**src/rtl/writeback_arbiter_if.sv**
```systemverilog
// Bundle of the regfile write-side signals: pipeline WB slot, LU issue/response,
// decode source indices, stall outputs and the single regfile write port.
interface writeback_arbiter_if #(
  parameter int DATA_WIDTH = 32
);
  logic                  pipe_wb_valid;
  logic [4:0]            pipe_wb_rd;
  logic [DATA_WIDTH-1:0] pipe_wb_data;
  logic                  lu_issue_valid;
  logic [4:0]            lu_issue_rd;
  logic                  lu_resp_valid;
  logic                  lu_resp_ready;
  logic [4:0]            lu_resp_rd;
  logic [DATA_WIDTH-1:0] lu_resp_data;
  logic [4:0]            rs1_index;
  logic [4:0]            rs2_index;
  logic                  hazard_stall;
  logic                  pipe_stall;
  logic                  rf_write_enable;
  logic [4:0]            rf_rd_index;
  logic [DATA_WIDTH-1:0] rf_write_data;

  modport master (
    output pipe_wb_valid, pipe_wb_rd, pipe_wb_data,
    output lu_issue_valid, lu_issue_rd,
    output lu_resp_valid, lu_resp_rd, lu_resp_data,
    output rs1_index, rs2_index,
    input  lu_resp_ready, hazard_stall, pipe_stall,
    input  rf_write_enable, rf_rd_index, rf_write_data
  );

  modport slave (
    input  pipe_wb_valid, pipe_wb_rd, pipe_wb_data,
    input  lu_issue_valid, lu_issue_rd,
    input  lu_resp_valid, lu_resp_rd, lu_resp_data,
    input  rs1_index, rs2_index,
    output lu_resp_ready, hazard_stall, pipe_stall,
    output rf_write_enable, rf_rd_index, rf_write_data
  );
endinterface

```
**src/rtl/writeback_arbiter.sv**
```systemverilog
// Merges pipeline WB results and buffered long-latency results onto the single
// regfile write port; tracks pending LU destinations for decode hazard stalls.
module writeback_arbiter #(
  parameter int DATA_WIDTH = 32,
  parameter int MAX_WAIT   = 4
) (
  input  logic                 clk,
  input  logic                 rst,
  writeback_arbiter_if.slave   bus
);

  typedef struct packed {
    logic [4:0]            rd;
    logic [DATA_WIDTH-1:0] data;
  } entry_t;

  localparam logic [3:0] AGE_MAX = 4'(MAX_WAIT);

  entry_t      fifo_q [2];
  entry_t      fifo_d [2];
  logic [1:0]  count_q, count_d;
  logic [3:0]  age_q, age_d;
  logic [31:0] pending_q, pending_d;

  logic                  head_valid;
  logic                  pop;
  logic                  push;
  logic                  stall;
  logic                  ready;
  logic                  haz;
  logic                  we;
  logic [4:0]            idx;
  logic [DATA_WIDTH-1:0] wdata;
  logic [31:0]           pending_eff;

  // NOTE: every variable gets a default at the top of the block, so no path
  // through the branches below can leave one unassigned and infer a latch.
  always_comb begin
    head_valid = (count_q != 2'd0);
    stall      = (age_q == AGE_MAX);
    ready      = (count_q != 2'd2);
    push       = bus.lu_resp_valid && ready && (bus.lu_resp_rd != 5'd0);
    pop        = 1'b0;
    we         = 1'b0;
    idx        = 5'd0;
    wdata      = '0;

    if (stall && head_valid) begin
      pop = 1'b1;
    end else if (bus.pipe_wb_valid && (bus.pipe_wb_rd != 5'd0)) begin
      we    = 1'b1;
      idx   = bus.pipe_wb_rd;
      wdata = bus.pipe_wb_data;
    end else if (head_valid) begin
      pop = 1'b1;
    end

    // Buffered entries never carry rd=0, so a head pop is always a real write.
    if (pop) begin
      we    = 1'b1;
      idx   = fifo_q[0].rd;
      wdata = fifo_q[0].data;
    end

    // The value being committed now is forwarded by the regfile, so its bit
    // must not stall decode this cycle.
    pending_eff = pending_q;
    if (pop) pending_eff[fifo_q[0].rd] = 1'b0;
    haz = ((bus.rs1_index != 5'd0) && pending_eff[bus.rs1_index]) ||
          ((bus.rs2_index != 5'd0) && pending_eff[bus.rs2_index]);

    fifo_d  = fifo_q;
    count_d = count_q;
    if (pop) begin
      fifo_d[0] = fifo_q[1];
      count_d   = count_q - 2'd1;
    end
    if (push) begin
      fifo_d[count_d[0]] = '{rd: bus.lu_resp_rd, data: bus.lu_resp_data};
      count_d            = count_d + 2'd1;
    end

    age_d = age_q;
    if (!head_valid || pop) age_d = 4'd0;
    else if (age_q != AGE_MAX) age_d = age_q + 4'd1;

    // Clear before set: a same-cycle issue to the committed rd keeps it pending.
    pending_d = pending_q;
    if (pop) pending_d[fifo_q[0].rd] = 1'b0;
    if (bus.lu_issue_valid && (bus.lu_issue_rd != 5'd0)) pending_d[bus.lu_issue_rd] = 1'b1;
  end

  assign bus.lu_resp_ready   = ready;
  assign bus.pipe_stall      = stall;
  assign bus.hazard_stall    = haz;
  assign bus.rf_write_enable = we;
  assign bus.rf_rd_index     = idx;
  assign bus.rf_write_data   = wdata;

  // NOTE: state registers use non-blocking assignments so every flop samples
  // the pre-edge values regardless of statement order.
  always_ff @(posedge clk) begin
    if (rst) begin
      count_q   <= 2'd0;
      age_q     <= 4'd0;
      pending_q <= '0;
    end else begin
      count_q   <= count_d;
      age_q     <= age_d;
      pending_q <= pending_d;
    end
  end

  // NOTE: the payload storage has no reset; count_q decides which entries are
  // live, so clearing it is enough to discard buffered results.
  always_ff @(posedge clk) begin
    fifo_q <= fifo_d;
  end

endmodule

```
**src/flat_wrapper.sv**
```systemverilog
// flat-port wrapper written by rule: the top's interface ports become plain ports
module writeback_arbiter_flat 
#(
  parameter int DATA_WIDTH = 32,
  parameter int MAX_WAIT   = 4
)
  (clk, rst, bus_pipe_wb_valid, bus_pipe_wb_rd, bus_pipe_wb_data, bus_lu_issue_valid, bus_lu_issue_rd, bus_lu_resp_valid, bus_lu_resp_rd, bus_lu_resp_data, bus_rs1_index, bus_rs2_index, bus_lu_resp_ready, bus_hazard_stall, bus_pipe_stall, bus_rf_write_enable, bus_rf_rd_index, bus_rf_write_data);
  writeback_arbiter_if #(.DATA_WIDTH(DATA_WIDTH)) bus_i ();
  input  logic clk;
  input  logic rst;
  input wire logic [$bits(bus_i.pipe_wb_valid)-1:0] bus_pipe_wb_valid;
  input wire logic [$bits(bus_i.pipe_wb_rd)-1:0] bus_pipe_wb_rd;
  input wire logic [$bits(bus_i.pipe_wb_data)-1:0] bus_pipe_wb_data;
  input wire logic [$bits(bus_i.lu_issue_valid)-1:0] bus_lu_issue_valid;
  input wire logic [$bits(bus_i.lu_issue_rd)-1:0] bus_lu_issue_rd;
  input wire logic [$bits(bus_i.lu_resp_valid)-1:0] bus_lu_resp_valid;
  input wire logic [$bits(bus_i.lu_resp_rd)-1:0] bus_lu_resp_rd;
  input wire logic [$bits(bus_i.lu_resp_data)-1:0] bus_lu_resp_data;
  input wire logic [$bits(bus_i.rs1_index)-1:0] bus_rs1_index;
  input wire logic [$bits(bus_i.rs2_index)-1:0] bus_rs2_index;
  output wire logic [$bits(bus_i.lu_resp_ready)-1:0] bus_lu_resp_ready;
  output wire logic [$bits(bus_i.hazard_stall)-1:0] bus_hazard_stall;
  output wire logic [$bits(bus_i.pipe_stall)-1:0] bus_pipe_stall;
  output wire logic [$bits(bus_i.rf_write_enable)-1:0] bus_rf_write_enable;
  output wire logic [$bits(bus_i.rf_rd_index)-1:0] bus_rf_rd_index;
  output wire logic [$bits(bus_i.rf_write_data)-1:0] bus_rf_write_data;
  assign bus_i.pipe_wb_valid = bus_pipe_wb_valid;
  assign bus_i.pipe_wb_rd = bus_pipe_wb_rd;
  assign bus_i.pipe_wb_data = bus_pipe_wb_data;
  assign bus_i.lu_issue_valid = bus_lu_issue_valid;
  assign bus_i.lu_issue_rd = bus_lu_issue_rd;
  assign bus_i.lu_resp_valid = bus_lu_resp_valid;
  assign bus_i.lu_resp_rd = bus_lu_resp_rd;
  assign bus_i.lu_resp_data = bus_lu_resp_data;
  assign bus_i.rs1_index = bus_rs1_index;
  assign bus_i.rs2_index = bus_rs2_index;
  assign bus_lu_resp_ready = bus_i.lu_resp_ready;
  assign bus_hazard_stall = bus_i.hazard_stall;
  assign bus_pipe_stall = bus_i.pipe_stall;
  assign bus_rf_write_enable = bus_i.rf_write_enable;
  assign bus_rf_rd_index = bus_i.rf_rd_index;
  assign bus_rf_write_data = bus_i.rf_write_data;
  writeback_arbiter #(.DATA_WIDTH(DATA_WIDTH), .MAX_WAIT(MAX_WAIT)) u_core (.clk(clk), .rst(rst), .bus(bus_i));
endmodule
```
**config.mk**
```make
export PLATFORM = sky130hd
export DESIGN_NAME = writeback_arbiter_flat
export DESIGN_NICKNAME = d
export VERILOG_FILES = /design/src/rtl/writeback_arbiter_if.sv /design/src/rtl/writeback_arbiter.sv /design/src/flat_wrapper.sv
export SDC_FILE = /design/constraint.sdc
export NUM_CORES = 1
export LEC_CHECK = 0
export CORE_MARGIN = 1.5
export CORE_UTILIZATION = 50
export DETAILED_ROUTE_END_ITERATION = 8
export PLACE_DENSITY = 0.81
export SKIP_CTS_REPAIR_TIMING = 1
export SYNTH_ARGS = -nofsm -noshare
export SYNTH_HDL_FRONTEND = slang
export SYNTH_SLANG_ARGS = --single-unit
```
**constraint.sdc**
```tcl
create_clock -name clk -period 3.6 [get_ports clk]
set_clock_uncertainty 0.1 [all_clocks]
set_input_delay 0.36 -clock clk [delete_from_list [all_inputs] [get_ports clk]]
set_output_delay 0.36 -clock clk [all_outputs]
set_load 0.05 [all_outputs]
```
* After elaboration in Yosys (flattened, before gate mapping)
Index checks and enable logic that the tools add are counted.
Widths: inputs -> output; s select.
** Cells by class
- Add/sub/neg operators :: 3
- $lt $le $gt $ge :: 8
- Equality and inequality tests :: 3
- Muxes and demuxes :: 29
- Bitwise operators :: 4
- Reductions and logical operators :: 20
** Operator list (count)
- $mux 32 :: 5
- $bwmux 74 :: 1
- $mux 37 :: 2
- $mux 74 :: 1
- $demux 37 s1 :: 1
- $and 32x32->32 :: 1
- $not 32->32 :: 1
- $or 32x32->32 :: 1
- $reduce_bool 5->1 :: 5
- $lt 5x6->1 const B :: 4
- $mux 5 :: 3
- $bmux 1 s5 :: 2
- $demux 1 s5 :: 2
- $ge 5x1->1 const B :: 2
- $logic_and 1x1->1 :: 10
- $mux 1 :: 10
- $add 4x1->4 const B :: 1
- $eq 4x3->1 const B :: 1
- $mux 2 :: 2
- $ne 4x3->1 const B :: 1
- $add 2x1->2 const B :: 1
- $ge 2x2->1 const B :: 1
- $logic_or 1x1->1 :: 2
- $lt 2x1->1 const B :: 1
- 6 further kinds :: 6
** Word-level totals
- Register bits :: 112
- Bits of input ports :: 94
- Output and inout bits :: 41
- Word-level logic and storage cells :: 74

* Depth between registers and ports, before layout
Gate-level depths: netlist (run 1).
- Depth in word-level cells :: 12
- Gate-level depth with buffers :: 13
- Mapped depth without buffers :: 9

* Worst setup path before layout (run 1)
Ideal clock, no wire load.
- Path type :: register -> output
- Start :: reg u_core.age_q[0]
- End :: out bus_hazard_stall
- Arrival :: 2841 ps
- Data required time :: 3140 ps
- Slack :: 299 ps
- Cell stages (with the launch flop) :: 12
- Buffers on the path :: 2
- Cell sequence :: dfxtp_1 > inv_1 > ha_1 > and3b_1 > buf_4 > a211oi_2 > buf_2 > o31a_1 > mux4_2 > a2bb2o_4 > nor3_1 > or4_1
** On the way
- Word-level cells in the longest chain between the ends :: 8
- Elaborated cells between the ends (all ways) :: 11
- Classes of those cells :: 1 x eq/ne; 6 x mux; 4 x reduce/logical
** RTL lines
- start, declared :: RTL line writeback_arbiter.sv:22 : logic [3:0] age_q, age_d;
- start signal, assigned :: RTL line writeback_arbiter.sv:109 : age_q <= age_d;
- $eq 4x3->1 * :: RTL line writeback_arbiter.sv:40 : stall = (age_q == AGE_MAX);
- via bus_pipe_stall :: RTL line flat_wrapper.sv:23 : output wire logic [$bits(bus_i.pipe_stall)-1:0] bus_pipe_stall;
- $logic_and 1x1->1 * :: RTL line writeback_arbiter.sv:48 : if (stall && head_valid) begin
- $mux 1 * :: RTL line writeback_arbiter.sv:48
- $mux 32 * :: RTL line writeback_arbiter.sv:68 : if (pop) pending_eff[fifo_q[0].rd] = 1'b0;
- $bmux 1 s5, on equally long branches :: RTL line writeback_arbiter.sv:69, writeback_arbiter.sv:70
- $mux 1, on equally long branches :: RTL line writeback_arbiter.sv:69, writeback_arbiter.sv:70
- $logic_and 1x1->1, on equally long branches :: RTL line writeback_arbiter.sv:69, writeback_arbiter.sv:70
- $logic_or 1x1->1 * :: RTL line writeback_arbiter.sv:69 : haz = ((bus.rs1_index != 5'd0) && pending_eff[bus.rs1_index]) ||
- end, declared :: RTL line flat_wrapper.sv:22 : output wire logic [$bits(bus_i.hazard_stall)-1:0] bus_hazard_stall;
The timed path passes the listed nets; every way through them passes the cells marked *. The select of a mux whose other input is x is not followed.

* Worst setup path after layout (run 1)
- Start :: reg u_core.age_q[1]
- End :: out bus_hazard_stall
** On the way
- Word-level cells in the longest chain between the ends :: 8
- Elaborated cells between the ends (all ways) :: 11
- Classes of those cells :: 1 x eq/ne; 6 x mux; 4 x reduce/logical
** RTL lines (RTL line)
- $eq 4x3->1 * :: writeback_arbiter.sv:40
- $logic_and 1x1->1 * :: writeback_arbiter.sv:48
- $mux 1 * :: writeback_arbiter.sv:48
- $mux 32 * :: writeback_arbiter.sv:68
- $bmux 1 s5, on equally long branches :: writeback_arbiter.sv:69, writeback_arbiter.sv:70
- $mux 1, on equally long branches :: writeback_arbiter.sv:69, writeback_arbiter.sv:70
- $logic_and 1x1->1, on equally long branches :: writeback_arbiter.sv:69, writeback_arbiter.sv:70
- $logic_or 1x1->1 * :: writeback_arbiter.sv:69
Every way passes the cells marked *; elsewhere a longest branch is shown, timed or not. The select of a mux whose other input is x is not followed.

==> flow_metrics.env, run 1 <==
export IMPL_outcome="finished clean"
export IMPL_design_die_area_um2=11700
export IMPL_cts_tree="yes"
export IMPL_n_antenna_cell=0
export IMPL_firstDrtPassIters=5
export IMPL_placed_area_um2=7590
export IMPL_grt_pass1_wl_um=26700
export IMPL_yosys_warnings=0
export IMPL_dp_cells=847
export IMPL_peakVddDrop_v=0.000441
export IMPL_dpl_worst_slack_ns=-0.279
export IMPL_cts_num_sinks=111
export IMPL_layout_commonest_cell="clkdlybuf4s50_1"
export IMPL_cts_root_buf="clkbuf_8"
export IMPL_met3_usage_pct=7.59
export IMPL_drt_iter0_drc=436
export IMPL_fmax_mhz=280
export IMPL_num_vias=5244
export IMPL_leakage_nw=3.11
export IMPL_final_nets=824
export IMPL_cts_max_level=3
export IMPL_cp_start_kind="flip-flop"
export IMPL_crit_path_end_kind="output pin"
export IMPL_fin_hold_ws_ns=0.399
export IMPL_wl_per_cell_um=19.6
export IMPL_die_y_um=108
export IMPL_hold_class="reg2reg"
export IMPL_remaining_drc_errors=0
export IMPL_grt_use_met2_pct=48.6
export IMPL_power_density_nw_per_um2=640
export IMPL_crit_type="reg2out"
export IMPL_synth_edf_count=37
export IMPL_rows=38
export IMPL_synth_seq_cells=111
export IMPL_finalHoldViolCount=0
export IMPL_initial_core_util_pct=51.2
export IMPL_drive_above_1_share_pct=20.5
export IMPL_cp_required_ns=3.14
export IMPL_fp_dieW_um=108
export IMPL_grt_most_used_layer="met2"
export IMPL_place_hpwl_um=12600
export IMPL_syn_avg_cell_area_um2=9.64
export IMPL_detail_route_antenna_nets=0
export IMPL_track_usage_pct=29.7
export IMPL_post_route_util_pct=74.3
export IMPL_design_area_um2=8020
export IMPL_viasPerCell=6.03
export IMPL_gp_congestion=0.983
export IMPL_routed_wl_um=17100
export IMPL_finalSetupTns_ns=0
export IMPL_fin_total_pwr_mw=5.13
export IMPL_use_met1_pct=37.5
export IMPL_slew_viol_final=0
export IMPL_ys_seq_area_share_pct=47.0
export IMPL_ys_top_cells_by_area="dfxtp_1 27%, edfxtp_1 20%, mux2i_1 7.6%, a22o_1 5.9%, nand2_1 5.0%"
export IMPL_finalCritPeriodShare_pct=99.2
export IMPL_synth_top_area_share_pct=26.8
export IMPL_setup_violations=0
export IMPL_cts_buffer_depth=2
export IMPL_critPathMaxFanout=8
export IMPL_ios=135
export IMPL_placement_io_buffers=134
export IMPL_rsz0062_at_grt="true"
export IMPL_syn_to_final_growth_pct=45.2
export IMPL_max_cap_violations=0
export IMPL_period_minus_slack_ns=3.57
export IMPL_core_um2=10800
export IMPL_relSlewSlack_pct=55.6
export IMPL_yosysTopAreaCell="dfxtp_1"
export IMPL_clk_pin_slew_ns=0.11
export IMPL_mostFrequentLayoutCells="94 x clkdlybuf4s50_1, 74 x nand2_1, 70 x dfxtp_1"
export IMPL_synth_nets=672
export IMPL_insertion_delay_ns=0.38
export IMPL_overflow=0
export IMPL_antenna_found_initial=0
export IMPL_worst_slack_ns=0.0278
export IMPL_tightest_slew_ns=0.661
export IMPL_grt_pass1_vias=5176
export IMPL_async_flop_share_pct=0
export IMPL_synth_main_ff_cell="dfxtp_1"
export IMPL_netlist_instances=573
export IMPL_synth_distinct_cells=56
export IMPL_grt_max_degree=75
export IMPL_netlist_area_um2=5520
export IMPL_instances_no_fill=870
export IMPL_worstPathArrival_ns=3.11
export IMPL_numCtsBuffers=9
[final cells by class]
type                    instances  area [um^2]
repair buffers                188         2150
multi-input cells             402         2860
well taps                     140          175
clock inverters                 6         57.6
inverters                      13         48.8
flip-flops and latches        111         2600
fillers                       755         2780
clock buffers                  10          128
[critical path, cell delays in order, from the launching register on]
cell      delay (ns)
dfxtp_2         0.35
inv_2           0.07
ha_4            0.13
and3b_2         0.22
a211oi_4        0.06
buf_6           0.16
o41a_1          0.40
mux4_2          0.50
a2bb2o_4        0.21
nor3_2          0.03
or4_1           0.43
buf_6           0.18
[worst paths after layout]
kind | start | end | slack, ns | depth (start not counted)
worst max-delay path | u_core.age_q[1] | bus_hazard_stall | 0.03 | 11
worst min-delay path | u_core.pending_q[11] | u_core.pending_q[11] | 0.40 | 2
worst max register to register | u_core.age_q[1] | flip-flop | 1.09 | 9
worst min register to register | u_core.pending_q[11] | u_core.pending_q[11] | 0.40 | 2
[power by group]
| group | total (mW) | internal, mW | switching (mW) |
|---|---|---|---|
| logic | 2.50 | 1.06 | 1.44 |
| clock network | 0.712 | 0.264 | 0.448 |
| registers | 1.92 | 1.67 | 0.244 |
[synth_stat cells, types with 2 or more instances]
cell type and instances:
dfxtp_1 74, nand2_1 74, mux2i_1 42, o21ai_0 41, a21oi_1 37, a22o_1 37
edfxtp_1 37, nor2_1 33, clkbuf_1 30, o31ai_1 14, inv_1 13, nor3_1 13
buf_2 12, nand3_1 8, o41ai_1 8, o311ai_0 7, nand2b_1 6, ha_1 5
nand3b_1 5, o31a_1 5, and3_1 4, and3b_1 4, nor3b_1 4, o211ai_1 4
o41ai_2 4, a211oi_1 3, mux2_2 3, or3_1 3, or4_1 3, xnor2_1 3
a221o_1 2, a22oi_1 2, a31oi_1 2, and4b_1 2, buf_6 2, mux4_2 2
nand4_1 2, nor2b_1 2, nor4_1 2, o22ai_1 2, or2_2 2
[logic make-up after synthesis]
logic type	after synthesis	synth area share [%]
simple gates	169	14.5
flops	111	47.0
fa+ha+maj	5	1.13
mux	47	9.04
buf+inv	60	4.78
xor+xnor	4	0.635
compound gates	177	22.9
[layer usage]
| metal | vias up | wire length (um) | share of wire (%) |
|---|---|---|---|
| met5 | - | 0 | 0 |
| met4 | 0 | 556 | 3.3 |
| met3 | 47 | 1610 | 9.4 |
| met2 | 291 | 8120 | 47 |
| met1 | 2471 | 6810 | 40 |
| li1 | 2435 | - | - |
No activity file was read; power rests on OpenSTA's default activity.
==> inputs of run 2 (changes only) <==
Settings changed: CORE_MARGIN 1.5 to 5.
==> flow_metrics.env, run 2 (synthesized netlist as in run 1, its figures left out) <==
export IMPL_remaining_drc_errors=0
export IMPL_slew_viol_final=0
export IMPL_placed_area_um2=7500
export IMPL_cts_max_level=3
export IMPL_ios=135
export IMPL_finalCritPeriodShare_pct=103
export IMPL_antenna_found_initial=0
export IMPL_worstPathArrival_ns=3.23
export IMPL_grt_pass1_vias=5225
export IMPL_leakage_nw=3.07
export IMPL_design_area_um2=7960
export IMPL_syn_to_final_growth_pct=44.2
export IMPL_place_hpwl_um=13200
export IMPL_design_die_area_um2=13200
export IMPL_cts_tree="yes"
export IMPL_detail_route_antenna_nets=0
export IMPL_cts_buffer_depth=2
export IMPL_final_nets=828
export IMPL_mostFrequentLayoutCells="96 x clkdlybuf4s50_1, 74 x nand2_1, 70 x dfxtp_1"
export IMPL_relSlewSlack_pct=55.7
export IMPL_critical_path_max_stage_delay_ns=0.52
export IMPL_placement_io_buffers=134
export IMPL_critPathMaxFanout=6
export IMPL_firstDrtPassIters=5
export IMPL_critPathSlowestCell="or4_1"
export IMPL_peakVddDrop_v=0.000414
export IMPL_routed_wl_um=18000
export IMPL_overflow=0
export IMPL_hold_class="reg2reg"
export IMPL_crit_path_end_kind="output pin"
export IMPL_crit_type="reg2out"
export IMPL_numCtsBuffers=9
export IMPL_setup_violations=1
export IMPL_fmax_mhz=271
export IMPL_power_density_nw_per_um2=631
export IMPL_die_y_um=115
export IMPL_track_usage_pct=26.5
export IMPL_fin_hold_ws_ns=0.357
export IMPL_cp_start_kind="flip-flop"
export IMPL_rsz0062_at_grt="true"
export IMPL_max_cap_violations=0
export IMPL_cts_root_buf="clkbuf_8"
export IMPL_tightest_slew_ns=0.663
export IMPL_clk_pin_slew_ns=0.11
export IMPL_rows=38
export IMPL_fp_dieW_um=115
export IMPL_num_vias=5288
export IMPL_path_cells="inv_1, ha_1, inv_2, nand3_4, buf_4, o311ai_0, o211ai_1, a31oi_1, a211oi_2, or4_1, buf_6"
export IMPL_cp_required_ns=3.14
export IMPL_cts_num_sinks=111
export IMPL_grt_pass1_wl_um=27400
export IMPL_layout_commonest_cell="clkdlybuf4s50_1"
export IMPL_drive_above_1_share_pct=21.0
export IMPL_core_um2=10800
export IMPL_finalHoldViolCount=0
export IMPL_insertion_delay_ns=0.38
export IMPL_outcome="finished with violations"
export IMPL_worst_slack_ns=-0.0936
export IMPL_gp_congestion=0.915
export IMPL_drt_iter0_drc=415
export IMPL_grt_max_degree=47
export IMPL_violations="setup timing"
export IMPL_viasPerCell=6.05
export IMPL_initial_core_util_pct=50.9
export IMPL_wl_per_cell_um=20.6
export IMPL_period_minus_slack_ns=3.69
export IMPL_n_antenna_cell=0
run 2: changes by cell type in the layout (fill, tap and decap cells not counted), moves of 2 or more:
cell,delta
buf_12,-8
buf_4,+10
clkdlybuf4s50_1,+2
dlymetal6s2s_1,-2
inv_6,+2
nor3_2,+2
nor4_1,-2
nor4_2,+2
o311ai_0,+2
o311ai_1,-2
o31ai_1,+5
o31ai_2,-4
o41ai_4,+2
run 2: routing by layer:
layer  track usage (%)  wire length (um)  up-vias
met5                 0                 0        -
met4              8.53               435        0
met3              6.21              1810       36
met2              43.5              8680      291
met1              34.7              7090     2500
li1                  -                 -     2461
run 2: worst paths after layout:
check / start / to / slack, ns / cells after the start
max: u_core.count_q[0] / bus_hazard_stall / -0.09 / 11
min: u_core.age_q[0] / u_core.age_q[0] / 0.36 / 1
min reg2reg: u_core.age_q[0] / u_core.age_q[0] / 0.36 / 1
max reg2reg: u_core.age_q[0] / flip-flop / 0.65 / 11
run 2: worst max-delay path: cells and delay by family, from the launching register on:
kind / cells / cell delay [ns]
AO/OA/AOI/OAI: 4 / 0.97
adder cells (fa/ha/maj): 1 / 0.25
buffers and inverters: 4 / 0.58
flip-flops: 1 / 0.36
AND/OR/NAND/NOR: 2 / 0.66
run 2: area by class of cell:
| cell class | instances | area (um^2) |
|---|---|---|
| clock buffer | 11 | 131 |
| clock inverter | 5 | 41.3 |
| fill | 791 | 2880 |
| inverter | 13 | 48.8 |
| multi-input combinational | 402 | 2870 |
| sequential | 111 | 2600 |
| tap | 140 | 175 |
| timing repair buffer | 192 | 2090 |
run 2: through the flow:
| step | utilization (%) | power (mW) | std cells | setup slack [ns] | TNS (ns) |
|---|---|---|---|---|---|
| detailed placement | 69.2 | 4.22 | 849 | -0.125 | -0.125 |
| finish | 73.4 | 5.02 | 874 | -0.0936 | -0.0936 |
| global route | 73.4 | 5.28 | 874 | -0.202 | -0.202 |
| CTS | 70.8 | 4.90 | 865 | -0.318 | -0.318 |
| floorplan | - | 3.27 | 573 | 0.299 | 0 |
| global placement | 69.2 | 4.14 | 849 | -0.0971 | -0.0971 |
run 2: power breakdown:
| part | internal (mW) | switching, mW | total (mW) |
|---|---|---|---|
| Clock | 0.259 | 0.441 | 0.700 |
| Combinational | 0.984 | 1.42 | 2.40 |
| Sequential | 1.67 | 0.249 | 1.92 |
==> inputs of run 3 (changes only) <==
Settings changed: CORE_UTILIZATION 50 to 54, GPL_ROUTABILITY_DRIVEN set to 0, PLACE_DENSITY 0.81 to 0.86.
Clock period 3.6 ns to 4.6 ns, I/O delays scaled along.
==> flow_metrics.env, run 3 (synthesized netlist as in run 1, its figures left out) <==
export IMPL_clk_pin_slew_ns=0.11
export IMPL_period_minus_slack_ns=4.39
export IMPL_cts_buffer_depth=2
export IMPL_grt_max_degree=51
export IMPL_drt_iter0_drc=565
export IMPL_routed_wl_um=16800
export IMPL_layout_commonest_cell="clkdlybuf4s50_1"
export IMPL_critPathMaxFanout=26
export IMPL_detail_route_antenna_nets=0
export IMPL_insertion_delay_ns=0.39
export IMPL_reg2reg_slack_ns=1.01
export IMPL_place_hpwl_um=12200
export IMPL_relSlewSlack_pct=44.8
export IMPL_critical_path_max_stage_delay_ns=0.58
export IMPL_holdPathEnd="u_core.pending_q[5]"
export IMPL_crit_path_end_kind="output pin"
export IMPL_hold_class="reg2reg"
export IMPL_grt_pass1_vias=5207
export IMPL_cp_required_ns=4.04
export IMPL_die_y_um=111
export IMPL_initial_core_util_pct=54.5
export IMPL_mostFrequentLayoutCells="133 x clkdlybuf4s50_1, 74 x nand2_1, 74 x dfxtp_1"
export IMPL_peakVddDrop_v=0.000379
export IMPL_wl_per_cell_um=20.4
export IMPL_design_die_area_um2=12300
export IMPL_drive_above_1_share_pct=5.99
export IMPL_track_usage_pct=26.9
export IMPL_n_antenna_cell=0
export IMPL_rows=37
export IMPL_viasPerCell=6.29
export IMPL_finalHoldViolCount=0
export IMPL_critPathSlowestCell="o41ai_1"
export IMPL_max_cap_violations=0
export IMPL_design_area_um2=7150
export IMPL_numCtsBuffers=9
export IMPL_critPathTopFamily="simple AND/OR/NAND/NOR gates"
export IMPL_finalCritPeriodShare_pct=95.5
export IMPL_grt_pass1_wl_um=26900
export IMPL_path_cells="clkdlybuf4s50_1, nor3_1, a211oi_4, buf_12, o41ai_1, nor3b_1, a211oi_1, nor4_1, or4_1, buf_4"
export IMPL_power_density_nw_per_um2=521
export IMPL_ios=135
export IMPL_fillers=741
export IMPL_firstDrtPassIters=7
export IMPL_slew_viol_final=0
export IMPL_tightest_slew_ns=0.825
export IMPL_cts_num_sinks=111
export IMPL_worstPathArrival_ns=3.83
export IMPL_min_from="u_core.pending_q[5]"
export IMPL_cts_tree="yes"
export IMPL_setup_violations=0
export IMPL_fmax_mhz=228
export IMPL_placement_io_buffers=134
export IMPL_antenna_found_initial=0
export IMPL_cp_buffers_inverters=3
export IMPL_syn_to_final_growth_pct=29.5
export IMPL_reg2reg_depth=10
export IMPL_finalSetupTns_ns=0
export IMPL_holdPathStages=2
export IMPL_cts_root_buf="clkbuf_8"
export IMPL_cp_start_kind="input pin"
export IMPL_fp_dieW_um=111
export IMPL_leakage_nw=2.68
export IMPL_placed_area_um2=6950
export IMPL_rsz0062_at_grt="false"
export IMPL_outcome="finished clean"
export IMPL_overflow=0
export IMPL_final_nets=779
export IMPL_remaining_drc_errors=0
export IMPL_crit_type="in2out"
export IMPL_core_um2=10100
export IMPL_num_vias=5161
export IMPL_r2r_start="u_core.age_q[0]"
export IMPL_cts_max_level=3
## run 3: cell types whose count changed in the layout (fill, tap and decap cells not counted), sizes merged
cell	before	now
clkinv	1	2
clkdlybuf4s50	96	133
inv	15	16
clkbuf	12	11
clkinvlp	2	0
buf	95	10
## run 3: worst max path at each step
stage / start / end / slack, ns / cells after the start
floorplan: u_core.age_q[0] / bus_hazard_stall / 1.20 / 11
global placement: bus_pipe_wb_rd[3] / bus_hazard_stall / 0.50 / 9
detailed placement: bus_pipe_wb_rd[3] / bus_hazard_stall / 0.33 / 10
CTS: bus_pipe_wb_rd[3] / bus_hazard_stall / 0.30 / 10
global route: bus_pipe_wb_rd[3] / bus_hazard_stall / 0.08 / 10
finish: bus_pipe_wb_rd[3] / bus_hazard_stall / 0.21 / 10
## run 3: final cells by class
class / instances / area, um^2 / share of cell area [%]
multi-input cells: 402 / 2700 / 37.7
flip-flops and latches: 111 / 2590 / 36.2
repair buffers: 143 / 1440 / 20.2
well taps: 136 / 170 / 2.38
clock buffers: 11 / 153 / 2.13
inverters: 13 / 48.8 / 0.682
clock inverters: 5 / 46.3 / 0.647
## run 3: metrics by stage
stage,std cells,hold slack (ns),setup WS [ns],total power [mW],utilization [%]
after floorplan,573,0.330,1.20,2.56,-
after global placement,805,0.338,0.498,3.05,68.6
after detailed placement,805,0.368,0.328,3.12,68.6
after CTS,821,0.382,0.299,3.71,70.6
after global routing,821,0.403,0.0786,3.92,70.6
final,821,0.387,0.206,3.72,70.6
## run 3: metal layers
layer	vias to the layer above	global-route usage, %	routed length, um	share of wire, %
met5	-	0	0	0
met4	0	13.7	704	4.2
met3	76	8.46	1780	11
met2	339	42.8	7750	46
met1	2391	32.9	6540	39
li1	2355	-	-	-
## run 3: report_power, final
| part | leakage (nW) | switching, mW | total, mW | internal (mW) |
|---|---|---|---|---|
| registers | 0.951 | 0.200 | 1.51 | 1.31 |
| logic | 1.62 | 1.03 | 1.62 | 0.598 |
| clock network | 0.102 | 0.353 | 0.593 | 0.240 |
| total | 2.68 | 1.58 | 3.72 | 2.15 |
## run 3: worst reg2reg max path: stages, from the launching register on
cell and delay, ns:
dfxtp_1 0.40, inv_1 0.07, ha_1 0.21, and3b_1 0.30, a211oi_4 0.62, buf_12 0.27
nor2_4 0.06, buf_12 0.20, xnor2_1 0.32, ha_1 0.22, buf_4 0.43
